`config.mk`:
```
export PLATFORM = sky130hd
export DESIGN_NAME = ads8688_scan_scheduler
export DESIGN_NICKNAME = d
export VERILOG_FILES = /design/src/rtl/ads8688_scan_scheduler.sv
export SDC_FILE = /design/constraint.sdc
export NUM_CORES = 1
export LEC_CHECK = 0
export BUFFER_PORTS_ARGS = -buffer_cell sky130_fd_sc_hd__buf_2
export CORE_MARGIN = 4
export CORE_UTILIZATION = 50
export CTS_CLUSTER_SIZE = 30
export DETAILED_ROUTE_END_ITERATION = 12
export GPL_TIMING_DRIVEN = 0
export PLACE_DENSITY = 0.73
export SYNTH_ARGS = -nofsm -noshare
export SYNTH_HDL_FRONTEND = slang
export SYNTH_SLANG_ARGS = --single-unit
```
`constraint.sdc`:
```
create_clock -name CLK_50M -period 4.8 [get_ports CLK_50M]
set_input_delay 0.96 -clock CLK_50M [delete_from_list [all_inputs] [get_ports CLK_50M]]
set_output_delay 0.96 -clock CLK_50M [all_outputs]
set_load 0.02 [all_outputs]
```
`src/rtl/ads8688_scan_scheduler.sv`:
```
// ADS8688 command sequencer: device reset, per-channel range programming, then paced
// round-robin MAN_Ch_n scanning with channel-tagged samples realigned to the ADC's result pipeline.
module ads8688_scan_scheduler #(
  parameter logic [15:0] RST_CMD   = 16'h8500,
  parameter logic [15:0] RST_WAIT  = 16'd1000,
  parameter logic [7:0]  DEF_RANGE = 8'h01
) (
  input  logic        CLK_50M,
  input  logic        rst_n,
  input  logic        enable,
  input  logic [7:0]  ch_mask,
  input  logic [7:0]  range_sel,
  input  logic [15:0] pace_div,
  output logic        frm_start,
  output logic [15:0] frm_cmd,
  input  logic        frm_done,
  input  logic [15:0] frm_rdata,
  output logic        smp_valid,
  output logic [2:0]  smp_ch,
  output logic [15:0] smp_data,
  output logic        cfg_done,
  output logic        busy
);

  typedef enum logic [2:0] {StIdle, StRstTx, StRstHold, StCfgTx, StScanTx, StDrain} state_e;

  state_e      state_q, state_d;
  logic        enable_q;
  logic [7:0]  mask_q, mask_d, range_q, range_d;
  logic [2:0]  ptr_q, ptr_d, cur_ch_q, cur_ch_d, tag_ch_q, tag_ch_d;
  logic        tag_vld_q, tag_vld_d, cfg_last_q, cfg_last_d, out_q, out_d;
  logic [15:0] pace_q, pace_d, hold_q, hold_d;
  logic        frm_start_q, frm_start_d;
  logic [15:0] frm_cmd_q, frm_cmd_d;
  logic        smp_valid_q, smp_valid_d;
  logic [2:0]  smp_ch_q, smp_ch_d;
  logic [15:0] smp_data_q, smp_data_d;
  logic        cfg_done_q, cfg_done_d;

  logic        en_rise, done_ok, free, pace_ok, issue_cfg, issue_scan;
  logic [2:0]  first_ch, nxt_ptr, cfg_ch, cfg_nxt;

  // Next set bit strictly after p, wrapping; returns p when it is the only set bit.
  function automatic logic [2:0] next_set(input logic [7:0] m, input logic [2:0] p);
    logic [2:0] r, k;
    r = p;
    for (int i = 7; i >= 1; i--) begin
      k = p + 3'(i);
      if (m[k]) r = k;
    end
    return r;
  endfunction

  function automatic logic [15:0] cfg_word(input logic [2:0] n, input logic [7:0] rng);
    return {7'(n) + 7'd5, 1'b1, rng};
  endfunction

  function automatic logic [15:0] scan_word(input logic [2:0] n);
    return 16'hC000 | (16'(n) << 10);
  endfunction

  assign en_rise  = enable & ~enable_q;
  assign done_ok  = frm_done & out_q;  // stray done pulses are ignored
  assign free     = ~out_q | done_ok;
  assign pace_ok  = pace_q <= 16'd1;
  assign first_ch = next_set(mask_q, 3'd7);
  assign nxt_ptr  = next_set(mask_q, ptr_q);
  assign cfg_nxt  = next_set(mask_q, cfg_ch);

  always_comb begin
    state_d     = state_q;
    mask_d      = mask_q;
    range_d     = range_q;
    ptr_d       = ptr_q;
    cur_ch_d    = cur_ch_q;
    tag_ch_d    = tag_ch_q;
    tag_vld_d   = tag_vld_q;
    cfg_last_d  = cfg_last_q;
    out_d       = out_q & ~done_ok;
    pace_d      = (pace_q != 16'd0) ? pace_q - 16'd1 : 16'd0;
    hold_d      = hold_q;
    frm_start_d = 1'b0;
    frm_cmd_d   = frm_cmd_q;
    smp_valid_d = 1'b0;
    smp_ch_d    = smp_ch_q;
    smp_data_d  = smp_data_q;
    cfg_done_d  = cfg_done_q;
    issue_cfg   = 1'b0;
    issue_scan  = 1'b0;
    cfg_ch      = ptr_q;

    if (state_q != StIdle && state_q != StDrain && !enable) begin
      state_d    = (out_q && !done_ok) ? StDrain : StIdle;
      tag_vld_d  = 1'b0;
      cfg_done_d = 1'b0;
    end else begin
      unique case (state_q)
        StIdle: begin
          if (en_rise && ch_mask != 8'd0) begin
            mask_d      = ch_mask;
            range_d     = (range_sel == 8'd0) ? DEF_RANGE : range_sel;
            frm_start_d = 1'b1;
            frm_cmd_d   = RST_CMD;
            state_d     = StRstTx;
          end
        end
        StRstTx: begin
          if (done_ok) begin
            state_d = StRstHold;
            hold_d  = RST_WAIT;
          end
        end
        StRstHold: begin
          if (hold_q <= 16'd1) begin
            issue_cfg = 1'b1;
            cfg_ch    = first_ch;
            state_d   = StCfgTx;
          end else begin
            hold_d = hold_q - 16'd1;
          end
        end
        StCfgTx: begin
          if (done_ok) begin
            if (cfg_last_q) begin
              state_d    = StScanTx;
              cfg_done_d = 1'b1;
              issue_scan = pace_ok;
            end else begin
              issue_cfg = 1'b1;
            end
          end
        end
        StScanTx: begin
          // Data returned now belongs to the channel commanded one frame earlier.
          if (done_ok) begin
            if (tag_vld_q) begin
              smp_valid_d = 1'b1;
              smp_ch_d    = tag_ch_q;
              smp_data_d  = frm_rdata;
            end
            tag_ch_d  = cur_ch_q;
            tag_vld_d = 1'b1;
          end
          if (free && pace_ok) issue_scan = 1'b1;
        end
        StDrain: begin
          if (done_ok || !out_q) state_d = StIdle;
        end
        default: state_d = StIdle;
      endcase
    end

    if (issue_cfg) begin
      frm_start_d = 1'b1;
      frm_cmd_d   = cfg_word(cfg_ch, range_q);
      cur_ch_d    = cfg_ch;
      ptr_d       = cfg_nxt;
      cfg_last_d  = cfg_nxt <= cfg_ch;
    end
    if (issue_scan) begin
      frm_start_d = 1'b1;
      frm_cmd_d   = scan_word(ptr_q);
      cur_ch_d    = ptr_q;
      ptr_d       = nxt_ptr;
    end
    if (frm_start_d) begin
      out_d  = 1'b1;
      pace_d = (pace_div == 16'd0) ? 16'd1 : pace_div;
    end
  end

  always_ff @(posedge CLK_50M or negedge rst_n) begin
    if (!rst_n) begin
      state_q     <= StIdle;
      enable_q    <= 1'b0;
      mask_q      <= 8'd0;
      range_q     <= 8'd0;
      ptr_q       <= 3'd0;
      cur_ch_q    <= 3'd0;
      tag_ch_q    <= 3'd0;
      tag_vld_q   <= 1'b0;
      cfg_last_q  <= 1'b0;
      out_q       <= 1'b0;
      pace_q      <= 16'd0;
      hold_q      <= 16'd0;
      frm_start_q <= 1'b0;
      frm_cmd_q   <= 16'h0000;
      smp_valid_q <= 1'b0;
      smp_ch_q    <= 3'd0;
      smp_data_q  <= 16'd0;
      cfg_done_q  <= 1'b0;
    end else begin
      state_q     <= state_d;
      enable_q    <= enable;
      mask_q      <= mask_d;
      range_q     <= range_d;
      ptr_q       <= ptr_d;
      cur_ch_q    <= cur_ch_d;
      tag_ch_q    <= tag_ch_d;
      tag_vld_q   <= tag_vld_d;
      cfg_last_q  <= cfg_last_d;
      out_q       <= out_d;
      pace_q      <= pace_d;
      hold_q      <= hold_d;
      frm_start_q <= frm_start_d;
      frm_cmd_q   <= frm_cmd_d;
      smp_valid_q <= smp_valid_d;
      smp_ch_q    <= smp_ch_d;
      smp_data_q  <= smp_data_d;
      cfg_done_q  <= cfg_done_d;
    end
  end

  assign frm_start = frm_start_q;
  assign frm_cmd   = frm_cmd_q;
  assign smp_valid = smp_valid_q;
  assign smp_ch    = smp_ch_q;
  assign smp_data  = smp_data_q;
  assign cfg_done  = cfg_done_q;
  assign busy      = state_q != StIdle;

endmodule

```
Word-level counts from Yosys, hierarchy flattened
Cells that the tools add are included.
W data, S select, Z words.
{"block": "word_totals", "register_bits": 102, "input_bits": 52, "out_inout_bits": 39, "wordCells": 213}
{"block": "op_classes", "add_sub_neg": 17, "order_cmp": 17, "n_eq_ne": 17, "n_mux": 104, "bitwise_logic": 8, "n_reduce_logical": 32}
{"cell": "$mux W16", "count": 10}
{"cell": "$mux W3", "count": 33}
{"cell": "$lt A3 B4 Y1 const B", "count": 14}
{"cell": "$bmux W1 S3", "count": 14}
{"cell": "$mux W1", "count": 40}
{"cell": "$le A16 B1 Y1 const B", "count": 2}
{"cell": "$pmux W16 S2", "count": 1}
{"cell": "$sub A16 B1 Y16 const B", "count": 2}
{"cell": "$add A3 B3 Y3 const B", "count": 8}
{"cell": "$ne A3 B3 Y1 const B", "count": 8}
{"cell": "$pmux W3 S6", "count": 1}
{"cell": "$logic_not A16 Y1", "count": 1}
{"cell": "$reduce_bool A16 Y1", "count": 1}
{"cell": "$add A3 B2 Y3 const B", "count": 4}
{"cell": "$reduce_and A3 Y1", "count": 4}
{"cell": "$reduce_bool A2 Y1", "count": 6}
{"cell": "$reduce_bool A3 Y1", "count": 3}
{"cell": "$logic_not A8 Y1", "count": 1}
{"cell": "$mux W8", "count": 1}
{"cell": "$ne A8 B1 Y1 const B", "count": 1}
{"cell": "$reduce_and A4 Y1", "count": 2}
{"cell": "$reduce_bool A8 Y1", "count": 1}
{"cell": "$reduce_and A7 Y1", "count": 1}
{"cell": "$add A3 B1 Y3 const B", "count": 2}
{"cell": "16 further kinds", "count": 34}

Depth between registers and ports, before layout
Gate-level depths: netlist (run 1).
{"block": "depth", "word_depth": 22, "mapped_depth": 23, "ltp_nobuf": 21}

Worst setup path after synthesis (run 1)
No wires, ideal clock.
{"block": "synth_path", "path_kind": "in2reg", "startpoint": "in enable", "endpoint": "reg cfg_last_q", "setup_time_ns": 0.084, "t_arrival_ns": 4.579, "required_ns": 4.716, "slack_ns": 0.136, "path_stages": 20, "n_path_buf": 1, "path_cell_list": "and4bb_1 > nand3_4 > nor2_4 > mux2_4 > inv_2 > ha_1 > clkbuf_1 > inv_1 > nor4_1 > a211o_1 > or3_4 > a21o_1 > a21o_1 > a31oi_1 > a21oi_1 > ha_1 > a21o_1 > a21oi_1 > a31oi_1 > o21ai_0"}
{"block": "synth_via", "elab_chain_len": 14, "word_cells_on_any_way": 33, "classes_between": "add/sub (7); order compare (1); mux (23); reduce/logical (2)"}
{"item": "from (decl)", "line_no": "10", "rtl": "input logic enable,"}
{"item": "$logic_not A1 Y1 (*)", "line_no": "92", "rtl": "if (state_q != StIdle && state_q != StDrain && !enable) begin"}
{"item": "$logic_and A1 B1 Y1 (*)", "line_no": "92"}
{"item": "$mux W3", "line_no": "92"}
{"item": "$add A3 B3 Y3", "line_no": "48", "rtl": "k = p + 3'(i);"}
{"item": "$bmux W1 S3", "line_no": "49", "rtl": "if (m[k]) r = k;"}
{"item": "$mux W1 (implied by the code)", "line_no": "49"}
{"item": "$mux W3 (7 in series)", "line_no": "49"}
{"item": "$le A3 B3 Y1", "line_no": "158", "rtl": "cfg_last_d = cfg_nxt <= cfg_ch;"}
{"item": "to (signal assigned)", "line_no": "201", "rtl": "cfg_last_q <= cfg_last_d;"}
{"item": "to (decl)", "line_no": "31", "rtl": "logic tag_vld_q, tag_vld_d, cfg_last_q, cfg_last_d, out_q, out_d;"}
Every way passes the cells marked *; elsewhere a longest branch is shown, timed or not. The select of a mux whose other input is x is not followed.
A chain may end at the register's enable or synchronous reset.

Worst setup path after layout (run 1)
Ends and elaborated chain as after synthesis.

==> impl_metrics.env, run 1 <==
export IMPL_synth_seq_area_share=0.398
export IMPL_power_density_nw_per_um2=565
export IMPL_post_place_ws_ns=-0.847
export IMPL_ys_types=80
export IMPL_place_area_sq_um=7040
export IMPL_cts_root_buffer="clkbuf_16"
export IMPL_hpwl_um=12500
export IMPL_hp_class="register to register"
export IMPL_num_antenna_cells=0
export IMPL_status="finished clean"
export IMPL_slowest_stage="a2111o_1"
export IMPL_tightestPinTransition_ns=0.744
export IMPL_finalCritPeriodShare=0.977
export IMPL_synth_fa_ha_area_frac=0.0236
export IMPL_gp_congestion=0.982
export IMPL_worstPathCellList="buf_4, and4bb_2, nand3_4, nor2_4, mux2_4, buf_4, ha_4, inv_1, o221a_1, a211oi_2, nand4_1, a21o_1, a2111o_1, a31oi_1, a21oi_1, ha_1, a21o_1, a21oi_2, a31oi_2, o21ai_1"
export IMPL_vias_per_cell=6.00
export IMPL_synth_compound_area_frac=0.201
export IMPL_min_delay_start="frm_cmd[9]$_DFFE_PN0P_"
export IMPL_max_stage_delay_ns=0.45
export IMPL_ios=91
export IMPL_async_flop_share=1.00
export IMPL_critPathArrivalTime_ns=4.91
export IMPL_fin_crit_ns=4.69
export IMPL_grt_pass1_wl_um=27100
export IMPL_ys_ff_latch=101
export IMPL_synth_top_area_share=0.398
export IMPL_finalSetupViolCount=0
export IMPL_cts_tree="done"
export IMPL_crit_start="enable"
export IMPL_peakVddDrop_v=0.000346
export IMPL_slew_viol_final=0
export IMPL_port_buffers=89
export IMPL_via_count=5765
export IMPL_grtUsageTotal=0.230
export IMPL_crit_type="input pin to register"
export IMPL_antenna_left=0
export IMPL_synth_top_family_by_area="compound AO/OA/AOI/OAI gates"
export IMPL_power_mw=4.24
export IMPL_placed_cells=934
export IMPL_start_util=0.520
export IMPL_clock_latency_ns=0.35
export IMPL_syn_to_final_growth_pct=18.0
export IMPL_switching_share=0.445
export IMPL_final_area_sq_um=7500
export IMPL_crit_buf_inv=3
export IMPL_worstPathRequired_ns=5.02
export IMPL_cp_top_family="compound AO/OA/AOI/OAI gates"
export IMPL_drc=0
export IMPL_critical_path_max_fanout=6
export IMPL_p_leak_nw=3.35
export IMPL_num_rows=40
export IMPL_seqPwrFrac=0.298
export IMPL_cts_made_buffers=9
export IMPL_routed_wl_um=16700
export IMPL_synthSimpleGateAreaFrac=0.180
export IMPL_wire_per_inst_um=17.4
export IMPL_p_int_mw=2.35
export IMPL_reg2reg_from="hold_q[13]$_DFFE_PN0P_"
export IMPL_synthesis_area_sq_um=6360
export IMPL_synth_warnings=0
export IMPL_fill_cells=1092
export IMPL_antenna_found_initial=0
export IMPL_critPathCaptureType="register"
export IMPL_slew_headroom=0.500
export IMPL_finalHoldViolations=0
export IMPL_fin_skew_ns=0.0114
export IMPL_synth_area_leader_cell="dfrtp_1"
export IMPL_initialDrtViolationCount=424
export IMPL_drive_gt1_frac=0.256
export IMPL_grt_pass1_vias=5447
export IMPL_synth_nets=740
export IMPL_clock_sinks=101
export IMPL_multi_input_area_sq_um=3620
export IMPL_syn_mean_instance_area_sq_um=9.40
export IMPL_max_freq_ghz=0.213
export IMPL_timing_final_ws_setup_ns=0.112
export IMPL_die_x_um=121
export IMPL_core_area_sq_um=12200
export IMPL_die_area_sq_um=14600
export IMPL_synthMuxAreaShare=0.116
export IMPL_clkSlewWorstSetupHoldPaths_ns=0.07
export IMPL_syn_inst=676
export IMPL_stdcell_count=961
export IMPL_synthFlopType="dfrtp_1"
export IMPL_nets=852
export IMPL_synth_area_top_cells="dfrtp_1 (40%), mux2_2 (6.6%), nand2_1 (4.7%)"
export IMPL_pwr_share_comb=0.533
export IMPL_overflow=0
export IMPL_p_clk_frac=0.168
export IMPL_synth_edf_count=0
export IMPL_htreeDepth=3
export IMPL_grt_max_degree=59
export IMPL_power_switching_mw=1.89
export IMPL_cp_start_kind="input pin"
export IMPL_drv_cap=0
export IMPL_synth_xor_area_frac=0.0400
export IMPL_utilization=0.614
export IMPL_area_sequential_sq_um=2530
export IMPL_clk_path_buf_depth=2
export IMPL_die_y_um=121
export IMPL_drtPass1Iterations=5
## path summary, 6_finish.rpt
| path | end | slack [ns] | depth (start not counted) |
|---|---|---|---|
| min in group asynchronous | pace_q[10]$_DFF_PN0_ | 0.60 | 1 |
| max in group asynchronous | frm_cmd[12]$_DFFE_PN0P_ | 3.52 | 2 |
| min reg2reg | frm_cmd[9]$_DFFE_PN0P_ | 0.48 | 1 |
| max | cfg_last_q$_DFFE_PN0P_ | 0.11 | 20 |
| max reg2reg | cfg_last_q$_DFFE_PN0P_ | 0.19 | 19 |
| min | frm_cmd[9]$_DFFE_PN0P_ | 0.48 | 1 |
## power by group through the flow
stage / registers (mW) / clock network, mW / logic, mW
3_3_place_gp: 1.26 / 0 / 2.03
3_5_place_dp: 1.28 / 0 / 2.08
6_report: 1.27 / 0.714 / 2.26
5_1_grt: 1.30 / 0.767 / 2.47
2_1_floorplan: 1.24 / 0 / 1.59
4_1_cts: 1.26 / 0.727 / 2.11
## stage by stage
step / hold slack (ns) / TNS (ns)
after CTS: 0.485 / 0
final: 0.482 / 0
after global routing: 0.514 / -0.0103
after floorplan: 0.450 / 0
after global placement: 0.463 / -1.34
after detailed placement: 0.468 / -1.31
## layer usage
layer | wire length [um] | track usage | up-vias
li1 | - | - | 2718
met1 | 7350 | 0.316 | 2816
met2 | 8120 | 0.374 | 203
met3 | 929 | 0.0388 | 28
met4 | 311 | 0.0659 | 0
met5 | 0 | 0 | -
## Yosys cell counts (all sizes together), types with 4 or more instances
cell type / instances
dfrtp: 101
nand2: 80
nor2: 58
o21ai: 49
mux2: 38
inv: 28
clkbuf: 24
a21oi: 23
nor4: 19
nor3: 17
xnor2: 17
a211oi: 15
nand3: 15
ha: 12
xor2: 12
o211ai: 11
a21o: 10
a22o: 10
buf: 10
mux2i: 10
mux4: 9
nand2b: 9
a31oi: 6
and3: 6
nand4: 6
a211o: 5
a22oi: 5
o21a: 4
o221ai: 4
o31ai: 4
or3: 4
## layout make-up
cell class | count | share of cell area
timing repair buffer | 102 | 0.0757
tap | 168 | 0.0280
clock buffer | 9 | 0.0300
clock inverter | 7 | 0.00934
buffer | 33 | 0.0200
sequential | 101 | 0.337
inverter | 31 | 0.0170
multi-input combinational | 510 | 0.483
## placed cells by master, fill, tap and decap left out, drive strengths merged, types with 9 or more instances in the layout
master	n
nand3	15
ha	12
a211oi	15
inv	31
a21oi	23
o21ai	49
mux2i	10
xnor2	17
buf	112
nor4	19
xor2	12
mux4	9
nor3	17
a21o	10
nand2	80
o211ai	11
nand2b	9
mux2	38
clkbuf	32
nor2	58
dfrtp	101
a22o	10
## registers in the layout (all words and copies together), names as in the netlist
signal	flops
smp_ch	3
cfg_done	1
frm_cmd	15
ptr_q	3
cfg_last_q	1
range_q	8
state_q	3
smp_data	16
frm_start	1
mask_q	8
out_q	1
tag_vld_q	1
enable_q	1
smp_valid	1
hold_q	16
cur_ch_q	3
tag_ch_q	3
pace_q	16
## kinds of logic (layout without fill, tap and decap cells)
logic type,after synthesis,in the layout
xor+xnor,29,29
buf+inv,65,182
compound gates,181,181
other cells,1,1
fa+ha+maj,12,12
simple gates,230,230
mux,57,57
flops,101,101
## timing repair
item                       CTS  global route
gates cloned                 0             0
resized for setup            7            20
pin swaps                    2            12
setup endpoints to repair    1             1
hold buffers                 0             0
setup buffers                3             9
(Power assumes the default switching activity.)
==> run 2: changes to the inputs <==
--- a/config.mk
+++ b/config.mk
@@ -12,6 +12,7 @@
 export DETAILED_ROUTE_END_ITERATION = 12
 export GPL_TIMING_DRIVEN = 0
 export PLACE_DENSITY = 0.73
+export SETUP_SLACK_MARGIN = 0.15
 export SYNTH_ARGS = -nofsm -noshare
 export SYNTH_HDL_FRONTEND = slang
 export SYNTH_SLANG_ARGS = --single-unit
==> run 2 against run 1 <==
Against the previous run: worst hold slack gained 0.018 ns; routed wire length up 4.6%; maximum frequency rose by 3.3%; combinational power increased by 10%; clock skew about the same; count of clock-buffer cells in the layout unchanged; via count increased by 1.9%; power grew 5.9%; sequential power hardly changed; first-iteration DRC count is 0.71% higher; critical path type unchanged; highest routed layer unchanged.
==> impl_metrics.env, run 2 (same netlist as run 1, synthesis figures left out) <==
export IMPL_power_switching_mw=2.00
export IMPL_grt_pass1_wl_um=28100
export IMPL_drc=0
export IMPL_worstPathCellList="buf_8, and4bb_2, nand3_4, nor2_4, mux2_4, ha_4, buf_8, inv_6, o221a_1, a211oi_2, nand4_1, a21o_1, a2111o_1, a31oi_1, a21oi_1, ha_1, a21o_1, a21oi_2, a31oi_4, o21ai_2"
export IMPL_slew_viol_final=0
export IMPL_hpwl_um=13000
export IMPL_die_y_um=121
export IMPL_max_stage_delay_ns=0.44
export IMPL_die_x_um=121
export IMPL_switching_share=0.447
export IMPL_max_freq_ghz=0.220
export IMPL_clock_latency_ns=0.35
export IMPL_hold_slack_ns=0.500
export IMPL_cts_tree="done"
export IMPL_antenna_left=0
export IMPL_ios=91
export IMPL_worstPathRequired_ns=5.07
export IMPL_slowest_stage="a2111o_1"
export IMPL_crit_type="input pin to register"
export IMPL_clock_sinks=101
export IMPL_power_density_nw_per_um2=577
export IMPL_core_area_sq_um=12200
export IMPL_fin_skew_ns=0.0114
export IMPL_gp_congestion=0.965
export IMPL_via_count=5872
export IMPL_critPathCaptureType="register"
export IMPL_seqPwrFrac=0.283
export IMPL_routed_wl_um=17500
export IMPL_drtPass1Iterations=5
export IMPL_p_leak_nw=3.44
export IMPL_finalSetupViolCount=0
export IMPL_port_buffers=89
export IMPL_multi_input_area_sq_um=3730
export IMPL_place_area_sq_um=7040
export IMPL_final_cell_mix="dfrtp_1 (101), buf_2 (89), nand2_1 (79)"
export IMPL_num_antenna_cells=0
export IMPL_post_place_ws_ns=-0.829
export IMPL_pwr_share_comb=0.556
export IMPL_timing_final_ws_setup_ns=0.259
export IMPL_grt_pass1_vias=5688
export IMPL_fill_cells=1040
export IMPL_hp_class="register to register"
export IMPL_area_sequential_sq_um=2530
export IMPL_drive_gt1_frac=0.288
export IMPL_cts_root_buffer="clkbuf_16"
export IMPL_fin_crit_ns=4.54
export IMPL_htreeDepth=3
export IMPL_finalHoldViolations=0
export IMPL_cp_start_kind="input pin"
export IMPL_critical_path_max_fanout=6
export IMPL_antenna_found_initial=0
export IMPL_die_area_sq_um=14600
export IMPL_start_util=0.520
export IMPL_final_common_cell="dfrtp_1"
export IMPL_critPathArrivalTime_ns=4.82
export IMPL_tightestPinTransition_ns=0.742
export IMPL_p_clk_frac=0.161
export IMPL_num_rows=40
export IMPL_clk_path_buf_depth=2
export IMPL_finalCritPeriodShare=0.946
export IMPL_drv_cap=0
export IMPL_wire_per_inst_um=17.9
export IMPL_overflow=0
export IMPL_clkSlewWorstSetupHoldPaths_ns=0.07
export IMPL_p_int_mw=2.48
export IMPL_slew_headroom=0.501
export IMPL_grtUsageTotal=0.238
export IMPL_initialDrtViolationCount=427
export IMPL_grt_max_degree=57
export IMPL_status="finished clean"
export IMPL_cts_made_buffers=9
export IMPL_vias_per_cell=6.02
export IMPL_final_area_sq_um=7780
export IMPL_syn_to_final_growth_pct=22.3
export IMPL_nets=867
export IMPL_peakVddDrop_v=0.000320
export IMPL_rsz0062_at_grt="false"
-- run 2: cell types whose count changed in the layout (fill, tap and decap cells not counted), sizes merged --
cell      change
buf          +15
clkinv        -3
clkinvlp      +3
-- run 2: stage by stage --
stage	util	setup TNS, ns	total power [mW]	instances
3_3_place_gp	0.574	-1.07	3.31	933
4_1_cts	0.609	0	4.18	956
5_1_grt	0.637	0	4.79	976
6_report	0.637	0	4.49	976
3_5_place_dp	0.577	-1.07	3.38	934
2_1_floorplan	-	0	2.84	676
-- run 2: power by group through the flow --
stage	Combinational (mW)	Sequential, mW	Clock (mW)
2_1_floorplan	1.60	1.24	0
3_3_place_gp	2.04	1.26	0
3_5_place_dp	2.10	1.28	0
4_1_cts	2.18	1.26	0.740
5_1_grt	2.72	1.30	0.775
6_report	2.49	1.27	0.724
-- run 2: layer usage --
layer | wire length [um] | track usage | up-vias
li1 | - | - | 2745
met1 | 7270 | 0.315 | 2871
met2 | 8640 | 0.394 | 233
met3 | 1350 | 0.0538 | 23
met4 | 220 | 0.0630 | 0
met5 | 0 | 0 | -
-- run 2: repair_timing --
action	4_1_cts	5_1_grt
pin swaps	4	21
setup buffers	6	20
gates resized for setup	15	47
endpoints found under the setup margin	2	1
hold buffers	0	0
-- run 2: area by class of cell --
type                            instances  area share
Tap cell                              168      0.0270
Timing Repair Buffer                  116      0.0875
Clock buffer                            9      0.0290
Sequential cell                       101       0.325
Clock inverter                          7     0.00949
Multi-Input combinational cell        510       0.480
Buffer                                 34      0.0245
Inverter                               31      0.0179
-- run 2: path summary, 6_finish.rpt --
| path | from | endpoint | slack (ns) | cells after the start |
|---|---|---|---|---|
| worst max-delay path | enable | cfg_last_q$_DFFE_PN0P_ | 0.26 | 20 |
| worst min-delay path | frm_cmd[2]$_DFFE_PN0P_ | frm_cmd[2]$_DFFE_PN0P_ | 0.50 | 1 |
| worst max register to register | hold_q[13]$_DFFE_PN0P_ | cfg_last_q$_DFFE_PN0P_ | 0.28 | 22 |
| worst min register to register | frm_cmd[2]$_DFFE_PN0P_ | frm_cmd[2]$_DFFE_PN0P_ | 0.50 | 1 |
| max in group asynchronous | rst_n | frm_cmd[2]$_DFFE_PN0P_ | 3.50 | 2 |
| min in group asynchronous | rst_n | hold_q[12]$_DFFE_PN0P_ | 0.62 | 1 |
-- run 2: critical path, delay by kind of cell --
family                   cells  cell delay (ns)
AO/OA/AOI/OAI               10             1.82
adder cells (fa/ha/maj)      2             0.62
buffers and inverters        3             0.26
multiplexers                 1             0.38
AND/OR/NAND/NOR              4             0.76
